$ cat src/rtl/mem_arbiter.sv
// Shares one memory port between the IFU (read-only) and the LSU (read/write).
// Only one transaction is in flight at a time. Define MEM_ARB_RR_EN for round-robin arbitration.
module mem_arbiter #(
    parameter int ADDR_W = 32,
    parameter int DATA_W = 32
) (
    input  logic                clk,
    input  logic                rst,

    input  logic                ifu_req_valid,
    output logic                ifu_req_ready,
    input  logic [ADDR_W-1:0]   ifu_addr,
    output logic                ifu_rsp_valid,
    input  logic                ifu_rsp_ready,
    output logic [DATA_W-1:0]   ifu_rsp_data,

    input  logic                lsu_req_valid,
    output logic                lsu_req_ready,
    input  logic [ADDR_W-1:0]   lsu_addr,
    input  logic                lsu_wen,
    input  logic [DATA_W-1:0]   lsu_wdata,
    input  logic [DATA_W/8-1:0] lsu_wstrb,
    output logic                lsu_rsp_valid,
    input  logic                lsu_rsp_ready,
    output logic [DATA_W-1:0]   lsu_rsp_data,

    output logic                mem_req_valid,
    input  logic                mem_req_ready,
    output logic [ADDR_W-1:0]   mem_addr,
    output logic                mem_wen,
    output logic [DATA_W-1:0]   mem_wdata,
    output logic [DATA_W/8-1:0] mem_wstrb,
    input  logic                mem_rsp_valid,
    input  logic [DATA_W-1:0]   mem_rsp_data,
    output logic                mem_rsp_ready
);

    localparam int STRB_W = DATA_W / 8;

    typedef enum logic [1:0] {IDLE, ISSUE, WAIT, RESP} state_e;
    typedef enum logic {OWN_IFU, OWN_LSU} owner_e;

    state_e              state_q, state_d;
    owner_e              owner_q, owner_d;
    logic [ADDR_W-1:0]   addr_q, addr_d;
    logic                wen_q, wen_d;
    logic [DATA_W-1:0]   wdata_q, wdata_d;
    logic [STRB_W-1:0]   wstrb_q, wstrb_d;
    logic [DATA_W-1:0]   rspData_q, rspData_d;

    logic lsuPreferred;
    logic grantLsu;
    logic grantIfu;
    logic ownerTakesRsp;

`ifdef MEM_ARB_RR_EN
    owner_e last_q, last_d;

    // Under contention the requester that was not granted last time goes first.
    assign lsuPreferred = (last_q == OWN_IFU);
`else
    assign lsuPreferred = 1'b1;
`endif

    assign grantLsu = (state_q == IDLE) && lsu_req_valid && (!ifu_req_valid || lsuPreferred);
    assign grantIfu = (state_q == IDLE) && ifu_req_valid && !grantLsu;

    assign ownerTakesRsp = (owner_q == OWN_LSU) ? lsu_rsp_ready : ifu_rsp_ready;

    always_ff @(posedge clk) begin
        if (rst) begin
            state_q   <= IDLE;
            owner_q   <= OWN_IFU;
            addr_q    <= '0;
            wen_q     <= 1'b0;
            wdata_q   <= '0;
            wstrb_q   <= '0;
            rspData_q <= '0;
`ifdef MEM_ARB_RR_EN
            last_q    <= OWN_IFU;
`endif
        end else begin
            state_q   <= state_d;
            owner_q   <= owner_d;
            addr_q    <= addr_d;
            wen_q     <= wen_d;
            wdata_q   <= wdata_d;
            wstrb_q   <= wstrb_d;
            rspData_q <= rspData_d;
`ifdef MEM_ARB_RR_EN
            last_q    <= last_d;
`endif
        end
    end

    always_comb begin
        state_d   = state_q;
        owner_d   = owner_q;
        addr_d    = addr_q;
        wen_d     = wen_q;
        wdata_d   = wdata_q;
        wstrb_d   = wstrb_q;
        rspData_d = rspData_q;
`ifdef MEM_ARB_RR_EN
        last_d    = last_q;
`endif

        unique case (state_q)
            IDLE: begin
                if (grantLsu) begin
                    owner_d = OWN_LSU;
                    addr_d  = lsu_addr;
                    wen_d   = lsu_wen;
                    wdata_d = lsu_wdata;
                    wstrb_d = lsu_wstrb;
                    state_d = ISSUE;
`ifdef MEM_ARB_RR_EN
                    last_d  = OWN_LSU;
`endif
                end else if (grantIfu) begin
                    // Instruction fetches are always plain reads.
                    owner_d = OWN_IFU;
                    addr_d  = ifu_addr;
                    wen_d   = 1'b0;
                    wdata_d = '0;
                    wstrb_d = '0;
                    state_d = ISSUE;
`ifdef MEM_ARB_RR_EN
                    last_d  = OWN_IFU;
`endif
                end
            end
            ISSUE: begin
                if (mem_req_ready) begin
                    state_d = WAIT;
                end
            end
            WAIT: begin
                if (mem_rsp_valid) begin
                    rspData_d = wen_q ? '0 : mem_rsp_data;
                    state_d   = RESP;
                end
            end
            RESP: begin
                if (ownerTakesRsp) begin
                    state_d = IDLE;
                end
            end
            default: state_d = IDLE;
        endcase
    end

    assign ifu_req_ready = grantIfu;
    assign lsu_req_ready = grantLsu;

    assign mem_req_valid = (state_q == ISSUE);
    assign mem_addr      = addr_q;
    assign mem_wen       = wen_q;
    assign mem_wdata     = wdata_q;
    assign mem_wstrb     = wstrb_q;
    assign mem_rsp_ready = (state_q == WAIT);

    // Response data is only presented on the port of the requester that owns it.
    assign ifu_rsp_valid = (state_q == RESP) && (owner_q == OWN_IFU);
    assign lsu_rsp_valid = (state_q == RESP) && (owner_q == OWN_LSU);
    assign ifu_rsp_data  = (owner_q == OWN_IFU) ? rspData_q : '0;
    assign lsu_rsp_data  = (owner_q == OWN_LSU) ? rspData_q : '0;

endmodule
$ cat config.mk
export PLATFORM = sky130hd
export DESIGN_NAME = mem_arbiter
export DESIGN_NICKNAME = d
export VERILOG_FILES = /design/src/rtl/mem_arbiter.sv
export SDC_FILE = /design/constraint.sdc
export NUM_CORES = 1
export LEC_CHECK = 0
export ABC_AREA = 1
export ABC_CLOCK_PERIOD_IN_PS = 2100
export BUFFER_PORTS_ARGS = -buffer_cell sky130_fd_sc_hd__buf_2
export CORE_MARGIN = 2
export CORE_UTILIZATION = 30
export CTS_BUF_LIST = sky130_fd_sc_hd__clkbuf_4 sky130_fd_sc_hd__clkbuf_8
export CTS_CLUSTER_SIZE = 20
export DETAILED_ROUTE_END_ITERATION = 12
export PLACE_DENSITY = 0.61
export SYNTH_ARGS = -nofsm -noshare
export SYNTH_HDL_FRONTEND = slang
export SYNTH_SLANG_ARGS = --single-unit
$ cat constraint.sdc
create_clock -name clk -period 2.1 [get_ports clk]
set_input_delay 0.42 -clock clk [delete_from_list [all_inputs] [get_ports clk]]
set_output_delay 0.42 -clock clk [all_outputs]
set_load 0.01 [all_outputs]
-- Word-level counts from Yosys, hierarchy flattened
Index checks and enable logic that the tools add are counted.
- reduce and logical (&&, ||, !) cells: 11
- bitwise logic cells: 1
- muxes and demuxes: 19
- eq/ne operators: 7
- operator list (cell ; number):
    2-to-1 mux 32 bit ; 7
    2-to-1 mux 2 bit ; 5
    2-to-1 mux 4 bit ; 2
    case mux 2 bit (4 select lines) ; 1
    logical AND 1 bit ; 5
    equality test 2 bit, second input constant ; 2
    2-to-1 mux 1 bit ; 4
    != test 2 bit, second input constant ; 2
    AND reduction 2 bit ; 2
    AND reduction 4 bit ; 1
    != test 3 bit, second input constant ; 1
    equality test 2 x 1 -> 1 bit, second input constant ; 1
    logical NOT 2 bit ; 1
    != test 2 x 1 -> 1 bit, second input constant ; 1
    nonzero test 2 bit ; 1
    logical NOT 1 bit ; 1
    inverter 1 bit ; 1
- register bits after elaboration: 104
- word-level logic and storage cells: 45
- output and inout bits: 139

-- Depth between registers and ports, before layout
Gate-level depths: netlist (run 1).
- depth in word-level cells: 7
- gate-level depth with buffers: 10
- gate-level depth less buffers: 8

-- Worst setup path before layout (run 1)
No wires, ideal clock.
- path kind: register to output
- from: register state_q[0]
- to: output ifu_req_ready
- path slack: 298 ps
- data required time: 1680 ps
- arrival: 1382 ps
- cell stages (with the launch flop): 8
- cells stage by stage: dfxtp_1 -> inv_1 -> ha_1 -> buf_4 -> nand2_4 -> inv_2 -> buf_2 -> nor3_1
- word-level cells in the longest chain between the ends: 4
- elaborated cells on any way between the ends: 5
- classes of those cells: reduce/logical (5)
- ends and longest elaborated chain (what ; line ; RTL):
    start: declaration ; 43 ; state_e state_q, state_d;
    start signal: assignment ; 83 ; state_q <= state_d;
    logical NOT 2 bit ; 65 ; assign grantLsu = (state_q == IDLE) && lsu_req_valid && (!ifu_req_valid || lsuPreferred);
    logical AND 1 bit ; 65 ;
    named net lsu_req_ready ; 18 ; output logic lsu_req_ready,
    logical NOT 1 bit ; 66 ; assign grantIfu = (state_q == IDLE) && ifu_req_valid && !grantLsu;
    logical AND 1 bit ; 66 ;
    end: declaration ; 11 ; output logic ifu_req_ready,
The timed path passes the listed nets, and every way through them passes these cells.

-- Final worst setup path (run 1)
- from: register state_q[0]
- to: output lsu_req_ready
- word-level cells in the longest chain between the ends: 2
- ends and longest elaborated chain (what ; line):
    logical NOT 2 bit ; 65
    logical AND 1 bit ; 65
    end: declaration ; 18
Every way passes these cells.

==> impl_metrics.json, run 1 <==
{
  "rsz0062_at_grt": "false",
  "htreeDepth": 3,
  "cp_cell_sequence": "inv_1 > ha_2 > nand2_4 > inv_2 > buf_12 > buf_2",
  "hold_path_class": "in2reg",
  "power.leakage_nw": 3.67,
  "cts.sinks": 104,
  "final_layout_size_suffix_gt1_share_pct": 33.5,
  "drt_drc_violations_left": 0,
  "die_y_um": 130,
  "layoutNonFillerInstCount": 1175,
  "place_area_um2": 6320,
  "critPathMaxStageDelay_ps": 350,
  "antenna_found_initial": 1,
  "tightest_slew_ps": 361,
  "tns_ps": 0,
  "setup_slack_ps": 128,
  "finalCritPeriodShare_pct": 93.9,
  "die_area_um2": 16800,
  "start_util_pct": 30.9,
  "critPathCaptureType": "output port",
  "peakVddDrop_v": 0.000634,
  "via_per_inst": 4.39,
  "dp.final_hpwl_um": 10800,
  "fin_skew_ps": 8.46,
  "core_area_um2": 15300,
  "cp_slowest_cell": "dfxtp_2",
  "hold_path_end": "mem_wdata[25]$_SDFFE_PP0P_",
  "dp_worst_setup_slack_ps": 276,
  "drv_cap": 0,
  "status": "finished clean",
  "grt_max_degree": 54,
  "p_sw_share_pct": 42.1,
  "cp_data_arrival_time_ps": 1550,
  "syn_inst": 700,
  "clk_pin_slew_ps": 110,
  "period_minus_slack_ps": 1970,
  "drt_iter0_drc": 252,
  "power_density_nw_per_um2": 1240,
  "clock_latency_ps": 380,
  "yosys.area.top_type": "dfxtp_1",
  "cts_root_buffer": "clkbuf_8",
  "syn2layout_area_growth_pct": 39.9,
  "routed_wl_um": 14900,
  "cp-start-kind": "register",
  "yosys-top-cells-area": "dfxtp_1 44%, nand2_1 17%, a21oi_1 11%",
  "r2r-end": "mem_wdata[5]$_SDFFE_PP0P_",
  "syn_avg_cell_area_um2": 6.75,
  "synth_warnings": 0,
  "p_int_mw": 4.76,
  "hold_buffers": 0,
  "p_clk_share_pct": 17.2,
  "synth_top_area_share_pct": 44.0,
  "grt_pass1_wl_um": 22700,
  "setup_viol_count_final": 0,
  "grt_use_total_pct": 16.9,
  "r2r_cells": 9,
  "ys_seq_area_share_pct": 44.0,
  "vias": 5157,
  "r2r_slack_ps": 290,
  "ant_nets": 0,
  "syn_area_um2": 4730,
  "hold_start": "lsu_wdata[25]",
  "max-slew-margin-rel_pct": 75.9,
  "power_frac_comb_pct": 48.2,
  "cts_buffers": 9,
  "grt_pass1_vias": 4646,
  "dp.cells": 1155,
  "whs_path_depth": 3,
  "gp_congestion": 0.821,
  "required_ps": 1680,
  "synth_fp_nets": 846,
  "r2r_start": "state_q[0]$_SDFFE_PP0P_",
  "final_area_um2": 6620,
  "die_x_um": 130,
  "routedWlPerCell_um": 12.7,
  "hold_viol_final": 0,
  "critical_path_class": "reg2out",
  "switchingPower_mw": 3.46,
  "maxSlewViolCount": 0,
  "placementRows": 45,
  "finalNetCount": 1104,
  "ys_ff_latch": 104,
  "path_max_fanout": 13,
  "max_freq_ghz": 0.507,
  "dr.pass1.iters": 4,
  "synthDistinctLibCells": 18,
  "gr-total-overflow": 0,
  "clockBufferDepth": 2,
  "io_buffers": 279,
  "p_seq_share_pct": 34.6,
  "num_io_pins": 280,
  "cts_tree": "done"
}
## worst max-delay path by stage
| stage | depth (start not counted) | end | from | slack (ps) |
|---|---|---|---|---|
| floorplan | 7 | ifu_req_ready | state_q[0]$_SDFFE_PP0P_ | 300 |
| global placement | 7 | mem_addr[8]$_SDFFE_PP0P_ | state_q[0]$_SDFFE_PP0P_ | 330 |
| detailed placement | 7 | mem_wdata[28]$_SDFFE_PP0P_ | state_q[0]$_SDFFE_PP0P_ | 280 |
| CTS | 6 | lsu_req_ready | state_q[0]$_SDFFE_PP0P_ | 20 |
| global route | 6 | lsu_req_ready | state_q[0]$_SDFFE_PP0P_ | 9 |
| finish | 6 | lsu_req_ready | state_q[0]$_SDFFE_PP0P_ | 130 |
## power groups by stage
stage               clock network, mW  registers, mW  logic, mW
finish                           1.41           2.84       3.96
global route                     1.54           2.92       4.44
CTS                              1.46           2.84       3.96
detailed placement                  0           2.88       3.85
global placement                    0           2.86       3.86
floorplan                           0           3.03       2.37
## sequential cells by signal (all words and copies together) (netlist names)
name / count
mem_addr: 32
mem_wen: 1
mem_wdata: 32
rspData_q: 32
mem_wstrb: 4
owner_q: 1
state_q: 2
## through the flow
stage          hold WS (ps)  total power [mW]  utilization, %
6_report                279              8.22            43.2
5_1_grt                 254              8.90            43.2
4_1_cts                 248              8.26            43.0
3_5_place_dp            450              6.73            41.3
3_3_place_gp            445              6.72            41.3
2_1_floorplan           452              5.40               -
## final cells by class
class | count | area, um^2
antenna | 1 | 2.50
sequential | 104 | 2090
inverter | 78 | 293
timing repair buffer | 298 | 1630
tap | 211 | 264
fill | 1658 | 8700
clock buffer | 10 | 131
clock inverter | 6 | 90.1
multi-input combinational | 467 | 2120
## what timing repair did
action	in CTS	in global routing
gates cloned	1	1
pin swaps	1	0
resized for setup	0	3
setup buffers	1	0
endpoints found under the setup margin	2	2
## metal layers
metal / vias up / track usage, % / wire, um
li1: 2712 / - / -
met1: 2275 / 20.7 / 6540
met2: 158 / 29.1 / 7140
met3: 12 / 4.91 / 1060
met4: 0 / 4.49 / 205
met5: - / 0 / 0
## Yosys cell counts
| cell | number |
|---|---|
| a211oi_1 | 32 |
| a21oi_1 | 102 |
| buf_1 | 5 |
| buf_2 | 21 |
| buf_4 | 6 |
| clkbuf_1 | 19 |
| dfxtp_1 | 104 |
| ha_1 | 5 |
| inv_1 | 77 |
| inv_2 | 1 |
| nand2_1 | 215 |
| nand2_4 | 2 |
| nand3_1 | 2 |
| nand4_1 | 2 |
| nor2_1 | 73 |
| nor3_1 | 1 |
| o21ai_1 | 32 |
| o21ai_2 | 1 |
## critical path, delay by kind of cell (launching register included)
family                     cells  cell delay, ps
buffers and inverters          4             540
and+or+nand+nor                1              60
adders and majority gates      1             220
DFF                            1             350
## kinds of logic after synthesis
family          after synthesis  share of synthesized area [%]
flops                       104                           44.0
compound gates              167                           19.4
fa+ha+maj                     5                           1.32
buf+inv                     129                           11.3
simple gates                295                           23.9
## layout by cell type (no fill, tap or decap), drive strengths merged
cell type    n
ha           5
nand4        2
nand3        2
a21oi      102
inv         80
bufinv       2
o21ai       33
a211oi      32
nor3         1
dfxtp      104
nand2      217
clkinv       1
nor2        73
clkinvlp     1
bufbuf       1
clkbuf      11
buf        296
diode        1
(Power assumes the default switching activity.)
==> inputs of run 2 (changes only) <==
--- a/config.mk
+++ b/config.mk
@@ -8,12 +8,13 @@
 export ABC_AREA = 1
 export ABC_CLOCK_PERIOD_IN_PS = 2100
 export BUFFER_PORTS_ARGS = -buffer_cell sky130_fd_sc_hd__buf_2
-export CORE_MARGIN = 2
-export CORE_UTILIZATION = 30
+export CORE_AREA = 2 2 109 111
 export CTS_BUF_LIST = sky130_fd_sc_hd__clkbuf_4 sky130_fd_sc_hd__clkbuf_8
 export CTS_CLUSTER_SIZE = 20
 export DETAILED_ROUTE_END_ITERATION = 12
-export PLACE_DENSITY = 0.61
+export DIE_AREA = 0 0 111 113
+export PLACE_DENSITY = 0.79
+export SKIP_LAST_GASP = 1
 export SYNTH_ARGS = -nofsm -noshare
 export SYNTH_HDL_FRONTEND = slang
 export SYNTH_SLANG_ARGS = --single-unit
==> run 2 against run 1 <==
Via count grew 0.70%; flip-flop and latch count is the same; largest cell class unchanged; first-iteration DRC count shrank 4.4%.
==> impl_metrics.json, run 2 (synthesized netlist as in run 1, its figures left out) <==
{
  "cts_root_buffer": "clkbuf_8",
  "path_max_fanout": 5,
  "routed_wl_um": 13900,
  "critical_path_class": "reg2out",
  "vias": 5193,
  "hold_start": "rst",
  "clk_pin_slew_ps": 100,
  "period_minus_slack_ps": 1990,
  "cp_cell_sequence": "inv_1 > ha_1 > nand2_4 > inv_4 > nor3_1 > buf_2",
  "dr.pass1.iters": 4,
  "status": "finished clean",
  "die_area_um2": 12500,
  "cp_slowest_cell": "dfxtp_1",
  "hold_path_class": "in2reg",
  "maxSlewViolCount": 0,
  "drt_drc_violations_left": 0,
  "finalCritPeriodShare_pct": 94.6,
  "switchingPower_mw": 3.42,
  "r2r-end": "mem_wdata[31]$_SDFFE_PP0P_",
  "p_seq_share_pct": 35.5,
  "routedWlPerCell_um": 12.6,
  "max_freq_ghz": 0.503,
  "dp.final_hpwl_um": 9820,
  "start_util_pct": 41.9,
  "core_area_um2": 11300,
  "io_buffers": 279,
  "grt_max_degree": 70,
  "num_io_pins": 280,
  "power.leakage_nw": 3.63,
  "hold_buffers": 0,
  "die_y_um": 113,
  "rsz0062_at_grt": "false",
  "gp_congestion": 0.839,
  "setup_viol_count_final": 0,
  "via_per_inst": 4.72,
  "p_clk_share_pct": 15.1,
  "p_total_mw": 7.92,
  "fin_skew_ps": 12.8,
  "placementRows": 39,
  "cts_setup_buffers": 0,
  "r2r_start": "state_q[0]$_SDFFE_PP0P_",
  "r2r_cells": 7,
  "htreeDepth": 3,
  "clockBufferDepth": 2,
  "antenna_found_initial": 2,
  "critPathCaptureType": "output port",
  "final_layout_size_suffix_gt1_share_pct": 32.8,
  "final_common_cell": "buf_2",
  "whs_path_depth": 2,
  "tightest_slew_ps": 376,
  "cts.sinks": 104,
  "max-slew-margin-rel_pct": 74.9,
  "drv_cap": 0,
  "r2r_slack_ps": 280,
  "grt_use_total_pct": 20.8,
  "tns_ps": 0,
  "cts_tree": "done",
  "grt_pass1_wl_um": 21600,
  "cp-start-kind": "register",
  "final_cell_mix": "279 x buf_2, 214 x nand2_1, 103 x dfxtp_1",
  "finalNetCount": 1098,
  "fillers": 1146,
  "p_sw_share_pct": 43.3,
  "die_x_um": 111,
  "p_int_mw": 4.49,
  "clock_latency_ps": 360,
  "ant_nets": 0,
  "cts_buffers": 9,
  "hold_viol_final": 0,
  "peakVddDrop_v": 0.000664,
  "critPathMaxStageDelay_ps": 400,
  "syn2layout_area_growth_pct": 36.7,
  "hold_path_end": "owner_q$_SDFFE_PP0P_",
  "drt_iter0_drc": 241,
  "cp_data_arrival_time_ps": 1570,
  "gr-total-overflow": 0,
  "power_density_nw_per_um2": 1230,
  "crit_buf_inv": 3,
  "critPathTopFamily": "flip-flops",
  "grt_pass1_vias": 4577,
  "required_ps": 1680,
  "power_frac_comb_pct": 49.4
}
==> run 2: cell types whose count changed in the layout (fill, tap and decap cells not counted), moves of 2 or more <==
cell       before  now
bufinv_16       2    0
dfxtp_2         3    1
dfxtp_1       101  103
clkinv_4        0    2
buf_4          13    6
==> run 2: layer usage <==
metal  global-route usage, %  part of all wire [%]  up-vias
met2                    36.0                    48      187
met4                    8.00                   2.8        2
met3                    5.09                   7.1       32
li1                        -                     -     2698
met5                       0                 0.094        -
met1                    25.1                    42     2274
==> run 2: power groups by stage <==
| stage | clock, mW | sequential (mW) | combinational [mW] |
|---|---|---|---|
| finish | 1.19 | 2.81 | 3.91 |
| floorplan | 0 | 3.03 | 2.37 |
| detailed placement | 0 | 2.85 | 3.81 |
| CTS | 1.24 | 2.81 | 3.89 |
| global route | 1.30 | 2.88 | 4.37 |
| global placement | 0 | 2.83 | 3.77 |
==> run 2: worst max-delay path by stage <==
stage,startpoint,end,slack (ps),cells past startpoint
final,state_q[0]$_SDFFE_PP0P_,ifu_req_ready,110,6
after global routing,state_q[0]$_SDFFE_PP0P_,ifu_req_ready,30,6
after CTS,state_q[0]$_SDFFE_PP0P_,lsu_req_ready,30,6
after detailed placement,state_q[0]$_SDFFE_PP0P_,mem_wdata[31]$_SDFFE_PP0P_,290,7
after global placement,state_q[0]$_SDFFE_PP0P_,mem_addr[30]$_SDFFE_PP0P_,370,7
after floorplan,state_q[0]$_SDFFE_PP0P_,ifu_req_ready,300,7
==> run 2: cell type report <==
cell class              count  area, um^2  share of cell area (%)
well taps                 143         179                    2.77
multi-input cells         467        2120                    32.7
clock buffers              10         138                    2.13
clock inverters             6        50.0                   0.774
inverters                  78         295                    4.57
repair buffers            292        1600                    24.7
diodes                      1        2.50                  0.0387
flip-flops and latches    104        2080                    32.2
==> run 2: stage by stage <==
stage / cell area [um^2] / setup WS [ps] / util [%] / hold WS (ps) / std cells
global placement: 6210 / 374 / 55.1 / 445 / 1082
CTS: 6430 / 32.5 / 57.1 / 268 / 1099
global route: 6460 / 25.3 / 57.3 / 275 / 1101
finish: 6460 / 114 / 57.3 / 286 / 1101
floorplan: 4730 / 298 / - / 452 / 700
detailed placement: 6210 / 290 / 55.1 / 451 / 1082
==> run 2: timing repair <==
| action | in CTS | in global routing |
|---|---|---|
| resized for setup | 0 | 1 |
| cloned | 1 | 1 |
| setup endpoints to repair | 1 | 1 |
==> inputs of run 3 (changes only) <==
==> constraint.sdc (replaced) <==
create_clock -name clk -period 2.1 [get_ports clk]
set_input_delay 0.315 -clock clk [delete_from_list [all_inputs] [get_ports clk]]
set_output_delay 0.315 -clock clk [all_outputs]
set_load 0.01 [all_outputs]
==> run 3 against run 2 <==
First-iteration DRC count rose by 39%; via count rose by 1.8%; combinational power shrank 2%; largest cell class unchanged; largest power group unchanged.
==> impl_metrics.json, run 3 (synthesized netlist as in run 1, its figures left out) <==
{
  "hold_path_class": "in2reg",
  "grtUsageMet1_pct": 26.3,
  "required_ps": 1780,
  "die_area_um2": 12500,
  "htreeDepth": 3,
  "grt_use_met3_pct": 5.73,
  "start_util_pct": 41.9,
  "clockBufferDepth": 2,
  "final_area_um2": 6450,
  "cts_buffers": 9,
  "grt_use_total_pct": 21.8,
  "vias": 5287,
  "fillers": 1124,
  "ant_nets": 0,
  "r2r_start": "state_q[1]$_SDFFE_PP0P_",
  "fin_skew_ps": 8.27,
  "final_common_cell": "buf_2",
  "maxSlewViolCount": 0,
  "cp-start-kind": "register",
  "final_layout_size_suffix_gt1_share_pct": 33.0,
  "critPathMaxStageDelay_ps": 410,
  "power_density_nw_per_um2": 1250,
  "setup_viol_count_final": 0,
  "peakVddDrop_v": 0.000706,
  "max-slew-margin-rel_pct": 73.7,
  "final_cell_mix": "279 x buf_2, 214 x nand2_1, 102 x a21oi_1, 102 x dfxtp_1, 77 x inv_1",
  "hold_buffers": 0,
  "core_area_um2": 11300,
  "gr-total-overflow": 0,
  "tns_ps": 0,
  "critical_path_class": "reg2out",
  "die_y_um": 113,
  "drt_iter0_drc": 334,
  "io_buffers": 279,
  "placementRows": 39,
  "antenna_found_initial": 1,
  "cp_slowest_cell": "dfxtp_1",
  "clk_pin_slew_ps": 100,
  "power.leakage_nw": 3.63,
  "grt_pass1_wl_um": 22500,
  "routed_wl_um": 14300,
  "period_minus_slack_ps": 1950,
  "crit_start": "state_q[1]$_SDFFE_PP0P_",
  "routedWlPerCell_um": 12.9,
  "critPathCaptureType": "output port",
  "finalCritPeriodShare_pct": 92.9,
  "drv_cap": 0,
  "rsz0062_at_grt": "false",
  "clock_latency_ps": 370,
  "cts_root_buffer": "clkbuf_8",
  "cts.sinks": 104,
  "hold_viol_final": 0,
  "hold_start": "rst",
  "cp_data_arrival_time_ps": 1640,
  "place_area_um2": 6210,
  "grt_max_degree": 70,
  "dp.final_hpwl_um": 10000,
  "cts_tree": "done",
  "dr.pass1.iters": 4,
  "die_x_um": 111,
  "diodes": 0,
  "gp_congestion": 0.846,
  "busiest_layer": "met2",
  "max_freq_ghz": 0.513,
  "grt_use_met2_pct": 36.5,
  "cp_cell_sequence": "inv_1 > ha_1 > nand2_4 > inv_4 > nor3_1 > buf_2",
  "drt_drc_violations_left": 0,
  "status": "finished clean",
  "via_per_inst": 4.80,
  "tightest_slew_ps": 395,
  "finalNetCount": 1100,
  "path_max_fanout": 17,
  "num_io_pins": 280,
  "syn2layout_area_growth_pct": 36.4,
  "grt_pass1_vias": 4830
}
-- run 3: worst max-delay path, delay by kind of cell, from the launching register on --
kind / cells / cell delay [ps]
DFF: 1 / 410
and+or+nand+nor: 2 / 250
buffers and inverters: 3 / 340
adders and majority gates: 1 / 270
-- run 3: routing by layer --
metal	wire, um	part of all wire (%)
met2	6780	48
met4	425	3.0
met3	1070	7.5
met1	5980	42
met5	11	0.077
-- run 3: repair_timing --
item                       CTS  global route
gates resized for setup      1             1
pin swaps                    1             0
cloned                       1             0
buffers inserted             1             0
setup endpoints to repair    1             1
-- run 3: through the flow --
step	util [%]	hold WS (ps)	std cells	total power, mW	worst slack (ps)
after global routing	57.2	149	1101	8.67	14.8
after detailed placement	55.1	452	1084	6.65	279
after floorplan	-	452	700	5.40	403
after CTS	57.2	137	1101	8.08	116
final	57.2	172	1101	8.05	150
after global placement	55.1	445	1084	6.61	379
-- run 3: path summary, 6_finish.rpt --
path	endpoint	slack, ps	depth (start not counted)
worst min register to register	mem_wdata[1]$_SDFFE_PP0P_	460	2
worst max register to register	mem_wen$_SDFFE_PP0P_	200	9
worst min-delay path	owner_q$_SDFFE_PP0P_	170	2
worst max-delay path	ifu_req_ready	150	6
-- run 3: area by class of cell --
class                   count  area (um^2)  share of cell area [%]
clock inverters             5         81.3                    1.26
well taps                 143          179                    2.77
repair buffers            293         1550                    24.0
inverters                  78          295                    4.58
clock buffers              10          138                    2.13
flip-flops and latches    104         2080                    32.3
multi-input cells         468         2120                    32.9
-- run 3: where the power goes --
part	internal [mW]	total [mW]	switching, mW
Sequential	2.54	2.82	0.284
Clock	0.698	1.38	0.685
Combinational	1.40	3.85	2.44
Total	4.64	8.05	3.41
